<file path="src/rtl/otter_lsu.sv">
// RV32I load/store unit: one outstanding bus access at a time, with byte-lane steering,
// load sign/zero extension, alignment/funct3 checking and a bus ack timeout.
module otter_lsu #(
  parameter int TIMEOUT_CYCLES = 255
) (
  input  logic        clk,
  input  logic        rst,
  input  logic        req_valid,
  output logic        req_ready,
  input  logic        req_we,
  input  logic [2:0]  req_funct3,
  input  logic [31:0] req_addr,
  input  logic [31:0] req_wdata,
  output logic        mem_req,
  output logic        mem_we,
  output logic [31:0] mem_addr,
  output logic [3:0]  mem_be,
  output logic [31:0] mem_wdata,
  input  logic        mem_ack,
  input  logic [31:0] mem_rdata,
  output logic        rsp_valid,
  output logic [31:0] rsp_rdata,
  output logic [1:0]  rsp_err
);
  localparam int CW = $clog2(TIMEOUT_CYCLES + 1);

  typedef enum logic [1:0] {IDLE, BUS, RESP} state_t;

  state_t          r_state;
  logic [CW-1:0]   r_cnt;
  logic            r_we;
  logic [2:0]      r_f3;
  logic [1:0]      r_off;

  logic            w_illegal;
  logic            w_misal;
  logic [3:0]      w_be;
  logic [31:0]     w_wdata;
  logic [31:0]     w_lane;
  logic [15:0]     w_half;
  logic [31:0]     w_ld;

  assign req_ready = (r_state == IDLE);

  always_comb begin
    if (req_we) w_illegal = req_funct3[2] | (req_funct3 == 3'b011);
    else        w_illegal = (req_funct3 == 3'b011) | (req_funct3 == 3'b110) | (req_funct3 == 3'b111);
  end

  assign w_misal = ((req_funct3[1:0] == 2'b01) & req_addr[0]) |
                   ((req_funct3[1:0] == 2'b10) & (req_addr[1:0] != 2'b00));

  always_comb begin
    w_be    = 4'hF;
    w_wdata = req_wdata;
    case (req_funct3[1:0])
      2'b00: begin
        w_be    = 4'b0001 << req_addr[1:0];
        w_wdata = {4{req_wdata[7:0]}};
      end
      2'b01: begin
        w_be    = req_addr[1] ? 4'b1100 : 4'b0011;
        w_wdata = {2{req_wdata[15:0]}};
      end
      default: begin
        w_be    = 4'hF;
        w_wdata = req_wdata;
      end
    endcase
  end

  // Load data is steered from the lane captured at accept time.
  always_comb begin
    w_lane = mem_rdata >> {r_off, 3'b000};
    w_half = r_off[1] ? mem_rdata[31:16] : mem_rdata[15:0];
    case (r_f3)
      3'b000:  w_ld = {{24{w_lane[7]}}, w_lane[7:0]};
      3'b001:  w_ld = {{16{w_half[15]}}, w_half};
      3'b100:  w_ld = {24'd0, w_lane[7:0]};
      3'b101:  w_ld = {16'd0, w_half};
      default: w_ld = mem_rdata;
    endcase
  end

  always_ff @(posedge clk) begin
    if (rst) begin
      r_state   <= IDLE;
      r_cnt     <= '0;
      r_we      <= 1'b0;
      r_f3      <= 3'd0;
      r_off     <= 2'd0;
      mem_req   <= 1'b0;
      mem_we    <= 1'b0;
      mem_addr  <= 32'd0;
      mem_be    <= 4'd0;
      mem_wdata <= 32'd0;
      rsp_valid <= 1'b0;
      rsp_rdata <= 32'd0;
      rsp_err   <= 2'b00;
    end else begin
      rsp_valid <= 1'b0;
      case (r_state)
        IDLE: if (req_valid) begin
          if (w_illegal || w_misal) begin
            r_state   <= RESP;
            rsp_valid <= 1'b1;
            rsp_rdata <= 32'd0;
            rsp_err   <= w_illegal ? 2'b11 : 2'b01;
          end else begin
            r_state   <= BUS;
            r_cnt     <= '0;
            r_we      <= req_we;
            r_f3      <= req_funct3;
            r_off     <= req_addr[1:0];
            mem_req   <= 1'b1;
            mem_we    <= req_we;
            mem_addr  <= {req_addr[31:2], 2'b00};
            mem_be    <= w_be;
            mem_wdata <= w_wdata;
          end
        end
        BUS: begin
          // An ack on the final allowed cycle still completes normally.
          if (mem_ack) begin
            r_state   <= RESP;
            mem_req   <= 1'b0;
            rsp_valid <= 1'b1;
            rsp_rdata <= r_we ? 32'd0 : w_ld;
            rsp_err   <= 2'b00;
          end else if (r_cnt == CW'(TIMEOUT_CYCLES - 1)) begin
            r_state   <= RESP;
            mem_req   <= 1'b0;
            rsp_valid <= 1'b1;
            rsp_rdata <= 32'd0;
            rsp_err   <= 2'b10;
          end else begin
            r_cnt <= r_cnt + 1'b1;
          end
        end
        RESP:    r_state <= IDLE;
        default: r_state <= IDLE;
      endcase
    end
  end
endmodule

</file>
<file path="config.mk">
export PLATFORM = sky130hd
export DESIGN_NAME = otter_lsu
export DESIGN_NICKNAME = d
export VERILOG_FILES = /design/src/rtl/otter_lsu.sv
export SDC_FILE = /design/constraint.sdc
export NUM_CORES = 1
export LEC_CHECK = 0
export BUFFER_PORTS_ARGS = -buffer_cell sky130_fd_sc_hd__buf_2
export CAP_MARGIN = 20
export CORE_UTILIZATION = 48
export CTS_BUF_LIST = sky130_fd_sc_hd__clkbuf_8 sky130_fd_sc_hd__clkbuf_16
export CTS_CLUSTER_DIAMETER = 120
export DETAILED_ROUTE_END_ITERATION = 10
export PLACE_DENSITY_LB_ADDON = 0.15
export SYNTH_ARGS = -nofsm -noshare
export SYNTH_HDL_FRONTEND = slang
export SYNTH_SLANG_ARGS = --single-unit
</file>
<file path="constraint.sdc">
create_clock -name clk -period 2.68 [get_ports clk]
set_input_delay 0.536 -clock clk [delete_from_list [all_inputs] [get_ports clk]]
set_output_delay 0.536 -clock clk [all_outputs]
set_load 0.05 [all_outputs]
</file>
==> results.py <==
metrics = {
    "power": {
        "netSwitchingPower_w": 0.00141,
        "cellPowerDensity_nw_per_um2": 722,
        "power.combinational.fraction_pct": 16.7,
        "switching_share_pct": 29.1,
        "p_leak_nw": 2.95,
        "internal_power_w": 0.00344,
        "power.sequential.fraction_pct": 38.7,
        "share_of_power_burned_in_the_clock_network_pct": 44.6,
        "peakVddDrop_mv": 0.411,
    },
    "sta": {
        "unrepaired_setup_endpoints_after_global_routing": "no",
        "layout_min_cycle_time_ns": 2.25,
        "tightest_slew_ns": 0.581,
        "hold_viol": 0,
        "clock_skew_ns": 0.0116,
        "totalNegativeSetupSlack_ns": 0,
        "fmax_ghz": 0.445,
        "setup_violations": 0,
        "max-slew-margin-rel_pct": 61.2,
        "finalMaxSlewViolations": 0,
        "timing.final.crit_share_pct": 83.9,
    },
    "setup_path": {
        "critPathArrivalTime_ns": 2.68,
        "timing.reg2reg.worst_path_depth": 7,
        "timing.rr.end": "r_cnt[7]",
        "critPathCaptureType": "register",
        "timing.reg2reg.setup_slack_ns": 0.43,
        "critical_path_peak_fanout": 10,
        "r2r_path_start": "r_cnt[0]",
        "worst_setup_path_start_kind": "register",
        "crit_type": "reg2reg",
        "timing.critical_path.required_ns": 3.11,
    },
    "detailed_routing": {
        "dr.pass1.iters": 5,
        "routed_wire_length_per_instance_um": 15.5,
        "antenna_left": 0,
        "route.detailed.vias_per_inst": 5.48,
        "detailroute.via_count": 5088,
        "drtIter0Drc": 213,
        "wl_final_um": 14300,
        "drc": 0,
    },
    "synth": {
        "yosys.cell_count.top_type": "nand2_1",
        "synth_sequential_area_ratio_pct": 47.4,
        "asyncSetResetFlopFracSynth_pct": 0,
        "synth.ff_latch_count": 118,
        "post_synth_inst_count": 589,
        "synth-main-ff-cell": "dfxtp_1",
        "yosys_warnings": 0,
        "yosysTopAreaCellShare_pct": 47.4,
        "yosys.area.top_type": "dfxtp_1",
        "syn_area_um2": 4980,
        "number_of_unique_standard_cell_types_used_by_synthesis": 50,
        "synth-edff-count": 0,
        "synth_commonest_cells": "nand2_1 (126), dfxtp_1 (118), a21oi_1 (91)",
        "synth_area_per_cell_um2": 8.46,
        "yosys-top-cells-area": "dfxtp_1 (47%), nand2_1 (9.5%), a21oi_1 (9.1%)",
    },
    "clocking": {
        "cts_resizes": 0,
        "htree_levels": 4,
        "buffer_depth_of_the_longest_clock_path": 2,
        "cts.sink_count": 118,
        "postCtsSetupBuffers": 0,
        "cts_hold_repair.buffers": 0,
        "clock-root-buffer": "clkbuf_8",
        "cts-buffers-inserted": 17,
        "clock_insertion_delay_worst_skew_ns": 0.51,
        "cts_tree": "done",
        "clk_pin_slew_worst_paths_ns": 0.06,
    },
    "floorplan": {
        "die_width_um": 104,
        "floorplan.initialDensity_pct": 50.3,
        "chipHeight_um": 104,
        "row_count": 36,
        "die_area_um2": 10800,
        "boundaryPins": 210,
        "core_um2": 9910,
    },
    "hold_path": {
        "tightest_hold_check_type": "in2reg",
        "worst_hold_path.endpoint": "mem_addr[20]",
        "hold_path_depth": 3,
        "min_from": "req_addr[20]",
    },
    "global_route": {
        "global_route.usage.met2_pct": 44.3,
        "grt.met3_usage_pct": 7.33,
        "grt_first_pass_wirelength_um": 23100,
        "grt-ovfl-total": 0,
        "first_global_vias": 4846,
        "grt_most_used_layer": "met2",
        "globalRouteTotalUtil_pct": 26.3,
        "grt_start_max_net_pins": 82,
        "use_met1_pct": 30.9,
        "grt_antenna_before_repair": 1,
    },
    "placed_design": {
        "detailed_place_hpwl_um": 10300,
        "routability_congestion_estimate": 0.868,
        "port_buffers": 207,
    },
    "final_layout": {
        "drive_above_1_share_pct": 33.8,
        "final_core_util_pct": 67.8,
        "design.final.nets": 888,
        "area_growth_pct": 34.7,
    },
    "flow_run": {
        "drv_cap": 0,
    },
    "run_status": {
        "run_status": "finished clean",
    },
}
cell type report:
class                   instances  area [um2]
inverters                       6        22.5
multi-input cells             418        2430
diodes                          1        2.50
clock inverters                12         129
flip-flops and latches        118        2360
repair buffers                221        1170
well taps                     133         166
fillers                       844        3190
clock buffers                  19         442
registers in the layout, indices dropped and copies added (netlist names):
register / cells
mem_addr: 30
mem_be: 4
mem_req: 1
mem_wdata: 32
r_cnt: 8
r_f3: 3
r_off: 2
r_state: 2
r_we: 1
rsp_err: 2
rsp_rdata: 32
rsp_valid: 1
cells in the final DEF (no fill, tap or decap), types with 3 or more instances in the layout:
cell type     n
a211oi_1     12
a21oi_1      91
a311oi_1     10
buf_2       207
buf_4        12
clkbuf_16    16
clkbuf_8      3
clkinv_2      4
clkinvlp_4    3
dfxtp_1     118
inv_1         5
mux2_2        8
mux2i_1      18
nand2_1     126
nand2b_1      5
nand3_1       4
nor2_1       40
nor3_1        4
nor3b_1       3
o211ai_1      9
o21ai_0      13
o221ai_1      7
o2bb2ai_1    31
or4_1         4
layer usage:
layer | up-vias | wire (um)
li1 | 2475 | -
met1 | 2362 | 5770
met2 | 219 | 7030
met3 | 32 | 1120
met4 | 0 | 427
met5 | - | 0
worst max-delay path, cell delays in order, from the launching register on:
cell and delay [ns]:
dfxtp_1 0.39, inv_1 0.06, ha_1 0.19, and3_1 0.19, a211o_1 0.35, a21o_1 0.28, or4_1 0.54, a21oi_1 0.17
power by group through the flow:
stage	sequential, W	clock [W]	combinational [W]
floorplan	0.00215	0	0.000315
global placement	0.00191	0	0.000792
detailed placement	0.00191	0	0.000809
CTS	0.00188	0.00220	0.000810
global route	0.00189	0.00227	0.000867
finish	0.00188	0.00216	0.000809
metrics by stage:
step / worst slack (ns) / cell area [um2] / std cells / hold WS [ns] / power, W
floorplan: 0.323 / 4990 / 590 / 0.448 / 0.00247
global placement: 0.465 / 6140 / 896 / 0.440 / 0.00270
detailed placement: 0.411 / 6140 / 896 / 0.441 / 0.00272
CTS: 0.436 / 6710 / 927 / 0.242 / 0.00488
global route: 0.311 / 6720 / 928 / 0.257 / 0.00502
finish: 0.430 / 6720 / 928 / 0.263 / 0.00485
how the worst max path moves through the flow:
stage | start | end | slack, ns | cells past startpoint
floorplan | r_state[1] | r_cnt[7] | 0.32 | 7
global placement | req_addr[1] | r_cnt[7] | 0.46 | 7
detailed placement | req_addr[1] | mem_wdata[11] | 0.41 | 6
CTS | r_cnt[0] | r_cnt[7] | 0.44 | 7
global route | r_cnt[0] | r_cnt[7] | 0.31 | 7
finish | r_cnt[0] | r_cnt[7] | 0.43 | 7
logic make-up after synthesis:
group | synth area share, %
XOR/XNOR | 0.351
buffers and inverters | 4.59
multiplexers | 5.87
other | 0.0752
flip-flops | 47.4
adder cells (fa/ha/maj) | 0.502
AND/OR/NAND/NOR | 17.0
AO/OA/AOI/OAI | 24.2
No activity file was read; power rests on OpenSTA's default activity.
